`config.mk`:
```
export PLATFORM = sky130hd
export DESIGN_NAME = bus_rr_arbiter_bcast
export DESIGN_NICKNAME = d
export VERILOG_FILES = /design/src/rtl/bus_pkg.sv /design/src/rtl/rr_arbiter.sv /design/src/rtl/bus_rr_arbiter_bcast.sv
export SDC_FILE = /design/constraint.sdc
export NUM_CORES = 1
export LEC_CHECK = 0
export CORE_MARGIN = 2
export CORE_UTILIZATION = 40
export DETAILED_ROUTE_END_ITERATION = 7
export GPL_TIMING_DRIVEN = 0
export PLACE_DENSITY = 0.72
export SYNTH_ARGS = -nofsm -noshare
export SYNTH_HDL_FRONTEND = slang
export SYNTH_SLANG_ARGS = --single-unit
```
`constraint.sdc`:
```
create_clock -name clk -period 3.23 [get_ports clk]
set_clock_uncertainty 0.2 [all_clocks]
set_input_delay 0.323 -clock clk [delete_from_list [all_inputs] [get_ports clk]]
set_output_delay 0.323 -clock clk [all_outputs]
set_load 0.05 [all_outputs]
```
`src/rtl/bus_pkg.sv`:
```
// Shared types and helpers for the round-robin bus arbiter with broadcast:
// FSM states, packet ID extraction and destination-mask decoding.
package bus_pkg;

    localparam int MAX_DRVRS = 16;
    localparam int MAX_PKT   = 64;
    // Truncated to id_w at the point of use, giving an all-ones broadcast ID.
    localparam logic [31:0] BCAST_ALL_ONES = 32'hFFFF_FFFF;

    typedef enum logic [1:0] {IDLE, POP, DLVR, DROP} state_t;

    function automatic logic [31:0] pkt_id(input logic [MAX_PKT-1:0] pkt,
                                           input int pkt_w, input int id_w);
        logic [31:0] msk;
        msk = (id_w >= 32) ? 32'hFFFF_FFFF : ((32'd1 << id_w) - 32'd1);
        return 32'(pkt >> (pkt_w - id_w)) & msk;
    endfunction

    // Broadcast reaches everyone but the sender; a unicast to self or to a
    // non-existent port yields an empty mask, which the caller treats as a drop.
    function automatic logic [MAX_DRVRS-1:0] target_mask(input logic [31:0] id,
                                                         input logic [3:0]  src,
                                                         input int          n,
                                                         input logic [31:0] bcast);
        logic [MAX_DRVRS-1:0] all_ports;
        logic [MAX_DRVRS-1:0] src_bit;
        all_ports = '0;
        for (int i = 0; i < MAX_DRVRS; i++)
            if (i < n) all_ports[i] = 1'b1;
        src_bit = MAX_DRVRS'(1) << src;
        if (id == bcast)
            return all_ports & ~src_bit;
        if (id < 32'(n) && id[3:0] != src)
            return MAX_DRVRS'(1) << id[3:0];
        return '0;
    endfunction

endpackage

```
`src/rtl/rr_arbiter.sv`:
```
// Combinational round-robin search: first request found cyclically after ptr.
module rr_arbiter #(
    parameter int n     = 4,
    parameter int idx_w = 2
) (
    input  logic [n-1:0]     req,
    input  logic [idx_w-1:0] ptr,
    output logic [n-1:0]     gnt,
    output logic [idx_w-1:0] gnt_idx,
    output logic             gnt_vld
);

    logic [idx_w-1:0] cand;

    always_comb begin
        // NOTE: every output gets a default before any conditional write, so no latch is inferred.
        gnt     = '0;
        gnt_idx = '0;
        gnt_vld = 1'b0;
        cand    = '0;
        // Walk from farthest to nearest so the nearest requester is written last and wins.
        for (int k = n; k >= 1; k--) begin
            cand = idx_w'((int'(ptr) + k) % n);
            if (req[cand]) begin
                gnt_vld = 1'b1;
                gnt_idx = cand;
            end
        end
        if (gnt_vld)
            gnt = n'(1) << gnt_idx;
    end

endmodule

```
`src/rtl/bus_rr_arbiter_bcast.sv`:
```
// Shared-bus packet mover: round-robin pops from device FIFOs, unicast or
// broadcast delivery under per-receiver backpressure, timeout drops counted.
module bus_rr_arbiter_bcast
    import bus_pkg::*;
#(
    parameter int              drvrs     = 4,
    parameter int              pckg_sz   = 16,
    parameter int              id_w      = 8,
    parameter logic [id_w-1:0] broadcast = id_w'(BCAST_ALL_ONES),
    parameter int              tmo       = 16,
    parameter int              cnt_w     = 8
) (
    input  logic                     clk,
    input  logic                     reset,
    input  logic [drvrs-1:0]         pndng,
    input  logic [drvrs*pckg_sz-1:0] D_pop,
    output logic [drvrs-1:0]         pop,
    input  logic [drvrs-1:0]         full,
    output logic [drvrs-1:0]         push,
    output logic [pckg_sz-1:0]       D_push,
    output logic                     busy,
    output logic [cnt_w-1:0]         drop_cnt,
    output logic                     err
);

    localparam int idx_w = $clog2(drvrs);
    localparam int tmo_w = $clog2(tmo + 1);

    state_t             state;
    logic [idx_w-1:0]   ptr;
    logic [idx_w-1:0]   g;
    logic [pckg_sz-1:0] pkt;
    logic [drvrs-1:0]   mask;
    logic [tmo_w-1:0]   wcnt;
    logic               sent;

    logic [drvrs-1:0]   arb_gnt;
    logic [idx_w-1:0]   arb_idx;
    logic               arb_vld;
    logic [pckg_sz-1:0] head;
    logic [31:0]        head_id;
    logic [drvrs-1:0]   head_mask;

    rr_arbiter #(.n(drvrs), .idx_w(idx_w)) u_rr (
        .req     (pndng),
        .ptr     (ptr),
        .gnt     (arb_gnt),
        .gnt_idx (arb_idx),
        .gnt_vld (arb_vld)
    );

    assign head      = D_pop[g*pckg_sz +: pckg_sz];
    assign head_id   = pkt_id(MAX_PKT'(head), pckg_sz, id_w);
    assign head_mask = drvrs'(target_mask(head_id, 4'(g), drvrs, 32'(broadcast)));

    always_ff @(posedge clk) begin
        // NOTE: all state and outputs use non-blocking assignments so every branch sees pre-edge values.
        if (reset) begin
            state    <= IDLE;
            ptr      <= idx_w'(drvrs - 1);
            g        <= '0;
            pkt      <= '0;
            mask     <= '0;
            wcnt     <= '0;
            sent     <= 1'b0;
            pop      <= '0;
            push     <= '0;
            D_push   <= '0;
            busy     <= 1'b0;
            drop_cnt <= '0;
            err      <= 1'b0;
        end else begin
            pop  <= '0;
            push <= '0;
            err  <= 1'b0;
            case (state)
                IDLE: if (arb_vld) begin
                    g     <= arb_idx;
                    pop   <= arb_gnt;
                    busy  <= 1'b1;
                    state <= POP;
                end
                // Full is checked here too, so an unblocked packet pushes in the first DLVR cycle.
                POP: begin
                    pkt  <= head;
                    ptr  <= g;
                    mask <= head_mask;
                    wcnt <= '0;
                    sent <= 1'b0;
                    if (head_mask == '0) begin
                        err      <= 1'b1;
                        drop_cnt <= (drop_cnt == '1) ? drop_cnt : drop_cnt + 1'b1;
                        state    <= DROP;
                    end else begin
                        if ((head_mask & full) == '0) begin
                            push   <= head_mask;
                            D_push <= head;
                            sent   <= 1'b1;
                        end
                        state <= DLVR;
                    end
                end
                DLVR: begin
                    if (sent) begin
                        busy  <= 1'b0;
                        state <= IDLE;
                    end else if ((mask & full) == '0) begin
                        push   <= mask;
                        D_push <= pkt;
                        sent   <= 1'b1;
                    end else if (wcnt == tmo_w'(tmo - 1)) begin
                        err      <= 1'b1;
                        drop_cnt <= (drop_cnt == '1) ? drop_cnt : drop_cnt + 1'b1;
                        state    <= DROP;
                    end else begin
                        wcnt <= wcnt + 1'b1;
                    end
                end
                DROP: begin
                    busy  <= 1'b0;
                    state <= IDLE;
                end
                default: state <= IDLE;
            endcase
        end
    end

endmodule

```
==> results.md, run 1 <==
* Status: completed
* Met1 GRT Util at 0.270
* Drt pass-1 iters at 4
* Synthesized area per cell at 9.57 um2
* CTS root buf: clkbuf_8
* Sequential power share at 0.308
* Comb pwr share at 0.493
* Hold Vio Cnt, Final at 0
* Grt total ovfl at 0
* Nature of the critical path startpoint: flip-flop
* Final setup violation count at 0
* Via count at 3399
* P per Cell Area at roughly 700 nW/um2
* Initial Util at 0.407
* Finished Layout Cells at 620
* Maximum clock frequency at 326 MHz
* Vias in the first global route at 3387
* Fraction of registers with async set/reset at 0
* # rows at 35
* Peak supply drop at just under 300 uV
* Crit path cell chain: buf_6, mux4_2, nor4_4, o211a_4, o32ai_4, clkbuf_1, a211oi_1, a221oi_2
* Port Buf Inserts at 107
* Flops & latches, synth at 66
* Clock Power Share at 0.199
* Chip Width at around 100 um
* Top Ports at 108
* Worst hold path type: flip-flop to flip-flop
* Synth top area share at 0.357
* Wirelength, routed at 9.93 mm
* Worst-Skew Late Latency at 330 ps
* DRC viols at 0
* Remaining antenna violation count at 0
* Worst slack at placement at -56.8 ps
* CP max stage cell: mux4_2
* Relative slew slack at 0.499
* Max Slew Vio Count at 0
* Reg2reg setup slack at 160 ps
* Max Cap Viol at 0
* Layout net count at 586
* Slowest cell delay on critical path at around 590 ps
* Synth top cells by count: dfxtp_1 (66), nor2_1 (44), inv_1 (27), a211oi_1 (24), nand2_1 (23)
* GPL Wtd Cong at 0.847
* DR iter-0 viols at 193
* Synth Instances at a little under 400
* Pin count of the biggest net entering global routing at 11
* Max Fanout on Critical Path at 10
* Net Sw Power at 1.46 mW
* Netlist Area Pre-Place at 3700 um2
* Top FF cell, synth: dfxtp_1
* Antenna Cells at 0
* Most frequent cell after synthesis: dfxtp_1
* Core Util, Final at 0.563
* Share of layout cells above drive strength 1 at 0.118
* Top post-synthesis cells by area: dfxtp_1 (36%), mux4_2 (9.7%), mux2i_1 (5.7%)
* Seq/Total Area, Yosys at 0.357
* H-tree Lvls at 3
* DR WL/cell at 16.0 um
* Min Hold Slack at 266 ps
* Syn Nets at roughly 470
* Post-synthesis cell type count at 53
* Number of flops mapped to enable cells by yosys at 0
* Final Power at roughly 3.6 mW
* Leak Pwr at 1.85 nW
* Area Growth Syn to Fin at 38.4%
* Synth Warn # at 0
* Fin crit period at roughly 3100 ps
* CTS clk-pin slew, worst paths at 70 ps
* Layer with the highest usage: met2
* GRT Overall Usage at 0.202
* Top cell type by total area after synthesis: dfxtp_1
* GR Layer Usage met3 at 0.0279
* Power Internal at 2.14 mW
* Postcts setup bufs at 0
* DR vias/cell at 5.48
* Die area at 10000 um2
* Switch share at 0.405
* TritonCTS clock tree: done
* Crit Path Category: flip-flop to flip-flop
* First-pass GRT wire length at 16.3 mm
* Initial antenna violation count at 0
* CTS buffer count at 9
* Met2 usage at 0.342
* Core Box Area at ~9100 um2
* Period utilization at 0.951
* CTS max path bufs at 2
* DPL Wire Length at between 7 and 8 mm
* Die Ht at 100 um
* CP required at 3210 ps
* Final setup margin at 158 ps
* DP Cell Count at 605
* Crit path capture type: flip-flop
* CTS Sinks at 66
* WP data arrival at approximately 3100 ps
* Filler cell count at slightly above 800
* Unrepaired setup endpoints after global routing: true
* Worst Max-Slew Pin Slew at 752 ps
flip-flops by register name (all words and copies together) (netlist names):
register and flops:
push 4, err 1, busy 1, D_push 16
wcnt 5, sent 1, g 2, ptr 2
pop 4, state 2, mask 4, pkt 16
drop_cnt 8
per-layer routing:
| metal | wire length, um | part of all wire | vias to the layer above |
|---|---|---|---|
| met5 | 0 | 0 | - |
| li1 | - | - | 1664 |
| met3 | 492 | 0.050 | 12 |
| met4 | 110 | 0.011 | 0 |
| met1 | 4440 | 0.45 | 1618 |
| met2 | 4890 | 0.49 | 105 |
cell usage in the layout, fill, tap and decap left out, drive strengths merged, types with 5 or more instances in the layout:
cell             n
mux4            16
mux2i           21
buf             10
nand2b           7
a221oi          16
o21ai            6
nand3            8
ha               7
a21oi           16
clkbuf          26
dfxtp           66
nor2            44
a211oi          24
or3              5
nand2           24
inv             27
nor2b           21
clkdlybuf4s50  107
power by group through the flow:
stage / combinational, mW / clock [mW] / sequential (mW)
final: 1.77 / 0.716 / 1.11
after detailed placement: 1.76 / 0 / 1.12
after global placement: 1.74 / 0 / 1.12
after CTS: 1.77 / 0.723 / 1.11
after global routing: 1.91 / 0.759 / 1.13
after floorplan: 0.948 / 0 / 1.43
per-stage QoR:
stage,setup TNS [ps],instance area (um2)
floorplan,0,3700
global placement,-13.4,4910
detailed placement,-92.4,4910
CTS,0,5120
global route,-18.3,5130
finish,0,5130
path summary, 6_finish.rpt:
| path | to | start | depth (start not counted) |
|---|---|---|---|
| setup / recovery | D_push[1] | g[0] | 8 |
| hold reg to reg | D_push[1] | D_push[1] | 2 |
| hold / removal | D_push[1] | D_push[1] | 2 |
| setup reg to reg | D_push[1] | g[0] | 8 |
critical path, delay by kind of cell, from the launching register on:
family | cells | cell delay, ps
AO/OA/AOI/OAI | 4 | 980
multiplexers | 1 | 590
buffers and inverters | 2 | 470
AND/OR/NAND/NOR | 1 | 360
flip-flops | 1 | 330
cell type report:
cell class                 instances  area [um2]  area share
buffer                            23         108      0.0210
clock buffer                      13         169      0.0329
timing repair buffer             107        1070       0.209
inverter                          27         101      0.0198
sequential                        66        1320       0.258
clock inverter                     2        35.0     0.00683
multi-input combinational        271        2180       0.426
tap                              111         139      0.0271
cells by family (layout without fill, tap and decap cells):
kind of cell | after synthesis | after routing | share of synthesized area
buf+inv | 50 | 172 | 0.0564
simple gates | 129 | 129 | 0.174
flops | 66 | 66 | 0.357
xor+xnor | 2 | 2 | 0.00473
compound gates | 94 | 94 | 0.224
fa+ha+maj | 7 | 7 | 0.0236
mux | 39 | 39 | 0.160
repair_timing:
item	4_1_cts	5_1_grt
setup endpoints to repair	0	8
hold buffers	0	0
endpoints found under the hold margin	0	0
resized for setup	0	2
(Power assumes the default switching activity.)
==> run 2: changes to the inputs <==
--- a/config.mk
+++ b/config.mk
@@ -9,7 +9,8 @@
 export CORE_UTILIZATION = 40
 export DETAILED_ROUTE_END_ITERATION = 7
 export GPL_TIMING_DRIVEN = 0
-export PLACE_DENSITY = 0.72
+export PLACE_DENSITY = 0.71
 export SYNTH_ARGS = -nofsm -noshare
 export SYNTH_HDL_FRONTEND = slang
+export SYNTH_HIERARCHICAL = 1
 export SYNTH_SLANG_ARGS = --single-unit
==> results.md, run 2 <==
* CTS clk-pin slew, worst paths at 80 ps (was 70 ps)
* Number of flops mapped to enable cells by yosys at 0 (unchanged)
* DPL Wire Length at 8.85 mm (was 7.75 mm)
* Netlist Area Pre-Place at 4060 um2 (was 3700 um2)
* DR WL/cell at 16.5 um (was 16.0 um)
* P per Cell Area at 640 nW/um2 (was 701 nW/um2)
* Critical path's top delay family: simple AND/OR/NAND/NOR gates (was compound AO/OA/AOI/OAI gates)
* TritonCTS clock tree: done (unchanged)
* Core Box Area at 9820 um2 (was 9110 um2)
* DRC viols at 0 (unchanged)
* Crit Path Category: flip-flop to flip-flop (unchanged)
* Post-synthesis cell type count at 50 (was 53)
* Synth Instances at 466 (was 387)
* Hold Vio Cnt, Final at 0 (unchanged)
* Filler cell count at 862 (was 827)
* CTS root buf: clkbuf_8 (unchanged)
* Peak supply drop at 245 uV (was 294 uV)
* Die Ht at 105 um (was 100 um)
* Chip Width at 105 um (was 100 um)
* GRT Overall Usage at 0.215 (was 0.202)
* Via count at 4214 (was 3399)
* GPL Wtd Cong at 0.851 (was 0.847)
* Core Util, Final at 0.602 (was 0.563)
* Nature of the critical path startpoint: flip-flop (unchanged)
* Layout net count at 685 (was 586)
* Antenna Cells at 0 (unchanged)
* Max Cap Viol at 0 (unchanged)
* DR iter-0 viols at 269 (was 193)
* Top FF cell, synth: dfxtp_1 (unchanged)
* First-pass GRT wire length at 19.2 mm (was 16.3 mm)
* Flops & latches, synth at 66 (unchanged)
* Grt total ovfl at 0 (unchanged)
* Maximum clock frequency at 298 MHz (was 326 MHz)
* Initial antenna violation count at 0 (unchanged)
* Crit path cell chain: buf_6, mux4_2, or4_4, or4_4, o32ai_4, a222oi_1, buf_4, buf_8, a311oi_2, nor3_1 (was buf_6, mux4_2, nor4_4, o211a_4, o32ai_4, clkbuf_1, a211oi_1, a221oi_2)
* Max Fanout on Critical Path at 6 (was 10)
* Fraction of registers with async set/reset at 0 (unchanged)
* Die area at 11000 um2 (was 10000 um2)
* # rows at 36 (was 35)
* Synthesized area per cell at 8.70 um2 (was 9.57 um2)
* Most frequent cell after synthesis: dfxtp_1 (unchanged)
* Period utilization at 1.04 (was 0.951)
* Worst-Skew Late Latency at 350 ps (was 330 ps)
* Synth top cells by count: dfxtp_1 (66), nand2_1 (57), nor2_1 (46), mux2i_1 (34), nor3_1 (26) (was dfxtp_1 (66), nor2_1 (44), inv_1 (27), a211oi_1 (24), nand2_1 (23))
* Wirelength, routed at 12.3 mm (was 9.93 mm)
* Regs by FF count: D_push x16, pkt x16, drop_cnt x8 (unchanged)
* CP most frequent cell: or4_4
* Syn Nets at 547 (was 468)
* Vias in the first global route at 3929 (was 3387)
* Synth top area share at 0.326 (was 0.357)
* Leak Pwr at 2.14 nW (was 1.85 nW)
* Top Ports at 108 (unchanged)
* H-tree Lvls at 3 (unchanged)
* CTS max path bufs at 2 (unchanged)
* CTS Sinks at 66 (unchanged)
* Final setup margin at -130 ps (was 158 ps)
* Worst hold path type: flip-flop to flip-flop (unchanged)
* Status: complete, but fails checks (was completed)
* # hold bufs at CTS at 0 (unchanged)
* Top cell type by total area after synthesis: dfxtp_1 (unchanged)
* Crit path capture type: flip-flop (unchanged)
* Initial Util at 0.413 (was 0.407)
* WP buf/inv at 3 (was 2)
* CP required at 3260 ps (was 3210 ps)
* Slowest cell delay on critical path at 560 ps (was 590 ps)
* Fin crit period at 3360 ps (was 3070 ps)
* Drt pass-1 iters at 5 (was 4)
* Failing checks: setup timing
* Commonest non-fill, non-tap cell in the layout: clkdlybuf4s50_1 (unchanged)
* Share of layout cells above drive strength 1 at 0.176 (was 0.118)
* TNS Setup at -1550 ps (was 0 ps)
* Relative slew slack at 0.487 (was 0.499)
* Worst Max-Slew Pin Slew at 769 ps (was 752 ps)
* CP max stage cell: or4_4 (was mux4_2)
* Seq/Total Area, Yosys at 0.326 (was 0.357)
* Synth Warn # at 6 (was 0)
* Pin count of the biggest net entering global routing at 12 (was 11)
* Port Buf Inserts at 106 (was 107)
* Top post-synthesis cells by area: dfxtp_1 (33%), mux4_2 (9.4%), mux2i_1 (8.4%) (was dfxtp_1 (36%), mux4_2 (9.7%), mux2i_1 (5.7%))
* Remaining antenna violation count at 0 (unchanged)
* Max Slew Vio Count at 0 (unchanged)
* Unrepaired setup endpoints after global routing: true (unchanged)
* Commonest non-fill, non-tap cells in the layout: clkdlybuf4s50_1 (106), dfxtp_1 (65), nand2_1 (56) (was clkdlybuf4s50_1 (107), dfxtp_1 (66), nor2_1 (44))
* WP data arrival at 3390 ps (was 3060 ps)
* Min Hold Slack at 275 ps (was 266 ps)
* CTS buffer count at 9 (unchanged)
* Area Growth Syn to Fin at 45.8% (was 38.4%)
* Final setup violation count at 21 (was 0)
* DR vias/cell at 5.68 (was 5.48)
run 2: metal layers:
| metal | wire length, um | vias to the layer above | global-route usage | share of wire |
|---|---|---|---|---|
| li1 | - | 2003 | - | - |
| met1 | 5390 | 2019 | 0.290 | 0.44 |
| met2 | 5920 | 178 | 0.343 | 0.48 |
| met3 | 795 | 14 | 0.0337 | 0.065 |
| met4 | 173 | 0 | 0.0933 | 0.014 |
| met5 | 0 | - | 0 | 0 |
run 2: tightest hold or removal path, cell delays in order, from the launching register on:
cell and delay, ps:
dfxtp_1 320, nand2_1 60, a21oi_1 50
run 2: path summary, 6_finish.rpt:
check               start  endpoint  slack, ps  depth (start not counted)
setup / recovery     g[0]      sent       -130                         10
hold reg to reg   mask[3]   push[3]        280                          2
setup reg to reg     g[0]      sent       -130                         10
hold / removal    mask[3]   push[3]        280                          2
run 2: stage by stage:
| step | worst slack [ps] | instances | power, mW | area (um2) |
|---|---|---|---|---|
| after global routing | -203 | 742 | 3.96 | 5910 |
| after detailed placement | -599 | 705 | 2.75 | 5280 |
| after global placement | -570 | 705 | 2.71 | 5280 |
| final | -130 | 742 | 3.78 | 5910 |
| after CTS | -181 | 732 | 3.70 | 5770 |
| after floorplan | 5.00 | 466 | 2.24 | 4060 |
run 2: logic make-up after synthesis:
group | count (synthesis) | share of synthesized area
compound gates | 88 | 0.159
mux | 52 | 0.181
buf+inv | 51 | 0.0534
xor+xnor | 10 | 0.0216
flops | 66 | 0.326
simple gates | 192 | 0.238
fa+ha+maj | 7 | 0.0216
run 2: timing repair:
item / 4_1_cts / 5_1_grt
gates cloned: 1 / 0
setup endpoints to repair: 21 / 22
setup buffers: 10 / 10
pin swaps: 31 / 4
gates resized for setup: 26 / 11
run 2: power by group:
| part | switching (mW) | total (mW) | internal [mW] |
|---|---|---|---|
| Clock | 0.337 | 0.890 | 0.553 |
| Sequential | 0.125 | 1.10 | 0.980 |
| Combinational | 1.06 | 1.79 | 0.730 |
| Total | 1.52 | 3.78 | 2.26 |
run 2: final cells by class:
class                           instances  area (um2)  share of cell area
Inverter                               12        45.0             0.00762
Sequential cell                        66        1320               0.224
Timing Repair Buffer                  127        1250               0.211
Multi-Input combinational cell        349        2690               0.454
Tap cell                              133         166              0.0281
Clock inverter                          5         100              0.0169
Buffer                                 39         198              0.0334
Clock buffer                           11         151              0.0256
==> run 3: changes to the inputs <==
--- a/config.mk
+++ b/config.mk
@@ -8,8 +8,10 @@
 export CORE_MARGIN = 2
 export CORE_UTILIZATION = 40
 export DETAILED_ROUTE_END_ITERATION = 7
+export DONT_BUFFER_PORTS = 1
+export GPL_ROUTABILITY_DRIVEN = 0
 export GPL_TIMING_DRIVEN = 0
-export PLACE_DENSITY = 0.71
+export PLACE_DENSITY = 0.57
 export SYNTH_ARGS = -nofsm -noshare
 export SYNTH_HDL_FRONTEND = slang
 export SYNTH_HIERARCHICAL = 1
==> constraint.sdc (replaced) <==
create_clock -name clk -period 3.1 [get_ports clk]
set_clock_uncertainty 0.2 [all_clocks]
set_input_delay 0.31 -clock clk [delete_from_list [all_inputs] [get_ports clk]]
set_output_delay 0.31 -clock clk [all_outputs]
set_load 0.05 [all_outputs]
==> results.md, run 3 (same netlist as run 2, synthesis figures left out) <==
* Nature of the critical path startpoint: flip-flop (unchanged)
* Finished Layout Cells at 632 (was 742)
* Met1 GRT Util at 0.287 (was 0.290)
* Max Cap Viol at 0 (unchanged)
* Share of layout cells above drive strength 1 at 0.202 (was 0.176)
* CTS max path bufs at 2 (unchanged)
* Fin crit period at 3400 ps (was 3360 ps)
* Initial antenna violation count at 0 (unchanged)
* Antenna Cells at 0 (unchanged)
* Top Ports at 108 (unchanged)
* Regs by FF count: D_push x16, pkt x16, drop_cnt x8 (unchanged)
* Reg2reg setup slack at -300 ps (was -130 ps)
* Max Fanout on Critical Path at 10 (was 6)
* Final setup margin at -299 ps (was -130 ps)
* Commonest non-fill, non-tap cell in the layout: dfxtp_1 (was clkdlybuf4s50_1)
* Final setup violation count at 21 (unchanged)
* Crit path capture type: flip-flop (unchanged)
* Chip Width at 105 um (unchanged)
* First-pass GRT wire length at 18.5 mm (was 19.2 mm)
* Status: complete, but fails checks (unchanged)
* Max Slew Vio Count at 0 (unchanged)
* Relative slew slack at 0.489 (was 0.487)
* CP required at 3160 ps (was 3260 ps)
* DR vias/cell at 5.79 (was 5.68)
* DPL Wire Length at 8.47 mm (was 8.85 mm)
* Remaining antenna violation count at 0 (unchanged)
* Wirelength, routed at 11.7 mm (was 12.3 mm)
* Core Box Area at 9820 um2 (unchanged)
* Die area at 11000 um2 (unchanged)
* Drt pass-1 iters at 4 (was 5)
* Met2 usage at 0.330 (was 0.343)
* Grt total ovfl at 0 (unchanged)
* DRC viols at 0 (unchanged)
* P per Cell Area at 736 nW/um2 (was 640 nW/um2)
* DP Cell Count at 599 (was 705)
* Leak Pwr at 1.68 nW (was 2.14 nW)
* Vias in the first global route at 3602 (was 3929)
* Failing checks: setup timing (unchanged)
* GR Layer Usage met3 at 0.0480 (was 0.0337)
* Via count at 3657 (was 4214)
* Hold Vio Cnt, Final at 0 (unchanged)
* Area Growth Syn to Fin at 16.7% (was 45.8%)
* Worst-Skew Late Latency at 360 ps (was 350 ps)
* Core Util, Final at 0.482 (was 0.602)
* Period utilization at 1.10 (was 1.04)
* GRT Overall Usage at 0.211 (was 0.215)
* Worst Max-Slew Pin Slew at 766 ps (was 769 ps)
* Maximum clock frequency at 294 MHz (was 298 MHz)
* H-tree Lvls at 3 (unchanged)
* Peak supply drop at 270 uV (was 245 uV)
* CTS root buf: clkbuf_8 (unchanged)
* Port Buf Inserts at 0 (was 106)
* Commonest non-fill, non-tap cells in the layout: dfxtp_1 (65), nand2_1 (56), nor2_1 (46) (was clkdlybuf4s50_1 (106), dfxtp_1 (65), nand2_1 (56))
* Layer with the highest usage: met2 (unchanged)
* Die Ht at 105 um (unchanged)
* WP data arrival at 3460 ps (was 3390 ps)
* Initial Util at 0.413 (unchanged)
* CTS clk-pin slew, worst paths at 80 ps (about the same)
* DR iter-0 viols at 167 (was 269)
* CTS buffer count at 9 (unchanged)
* TritonCTS clock tree: done (unchanged)
* Pin count of the biggest net entering global routing at 13 (was 12)
* Worst hold path type: input port to flip-flop (was flip-flop to flip-flop)
* CTS Sinks at 66 (unchanged)
* Layout net count at 575 (was 685)
* # rows at 36 (unchanged)
* DR WL/cell at 18.6 um (was 16.5 um)
* Final Power at 3.48 mW (was 3.78 mW)
* Crit Path Category: flip-flop to flip-flop (unchanged)
* Unrepaired setup endpoints after global routing: true (unchanged)
## run 3: changes by cell type in the layout (fill, tap and decap cells not counted), sizes merged
cell | previous run | this run
clkdlybuf4s50 | 106 | 0
buf | 36 | 27
clkinv | 2 | 5
bufinv | 3 | 1
dlygate4sd3 | 0 | 2
clkbuf | 35 | 36
clkinvlp | 0 | 1
## run 3: where the power goes
part           internal [mW]  leakage, nW  switching [mW]
registers               1.02        0.539           0.449
logic                  0.535         1.05           0.735
clock network          0.369       0.0990           0.376
total                   1.92         1.68            1.56
## run 3: worst paths after layout
kind | from | end | depth (start not counted)
max | g[0] | D_push[7] | 10
min | pndng[2] | pop[2] | 2
max reg2reg | g[0] | D_push[7] | 10
min reg2reg | mask[2] | push[2] | 2
## run 3: what timing repair did
| item | CTS | global route |
|---|---|---|
| resized for setup | 12 | 15 |
| pin swaps | 8 | 5 |
| hold buffers | 2 | 0 |
| hold endpoints to repair | 1 | 0 |
| setup buffers | 12 | 3 |
| gates cloned | 0 | 1 |
| endpoints found under the setup margin | 29 | 29 |
## run 3: critical path, stage by stage (launching register included)
cell	delay (ps)
dfxtp_2	330
buf_6	120
mux4_2	510
or4_4	550
or4_4	490
o32ai_4	320
a222oi_1	130
buf_4	200
buf_4	190
a31oi_1	180
nand2_1	70
## run 3: layout make-up
class / instances / area (um2)
fill: 997 / 5090
clock inverter: 7 / 70.1
buffer: 38 / 180
sequential: 66 / 1320
timing repair buffer: 18 / 158
tap: 133 / 166
inverter: 12 / 45.0
clock buffer: 9 / 124
multi-input combinational: 349 / 2670
## run 3: per-layer routing
| metal | share of wire | vias up |
|---|---|---|
| li1 | - | 1775 |
| met1 | 0.47 | 1745 |
| met2 | 0.45 | 126 |
| met3 | 0.062 | 11 |
| met4 | 0.013 | 0 |
| met5 | 0 | - |
## run 3: through the flow
stage / instance area, um2 / hold slack, ps / setup TNS [ps] / setup WS [ps]
after global routing: 4730 / 7.38 / -8090 / -409
final: 4730 / 5.30 / -5670 / -299
after detailed placement: 4240 / 276 / -9870 / -495
after global placement: 4240 / 261 / -9080 / -469
after floorplan: 4080 / 236 / -801 / -106
after CTS: 4590 / 1.14 / -8100 / -417
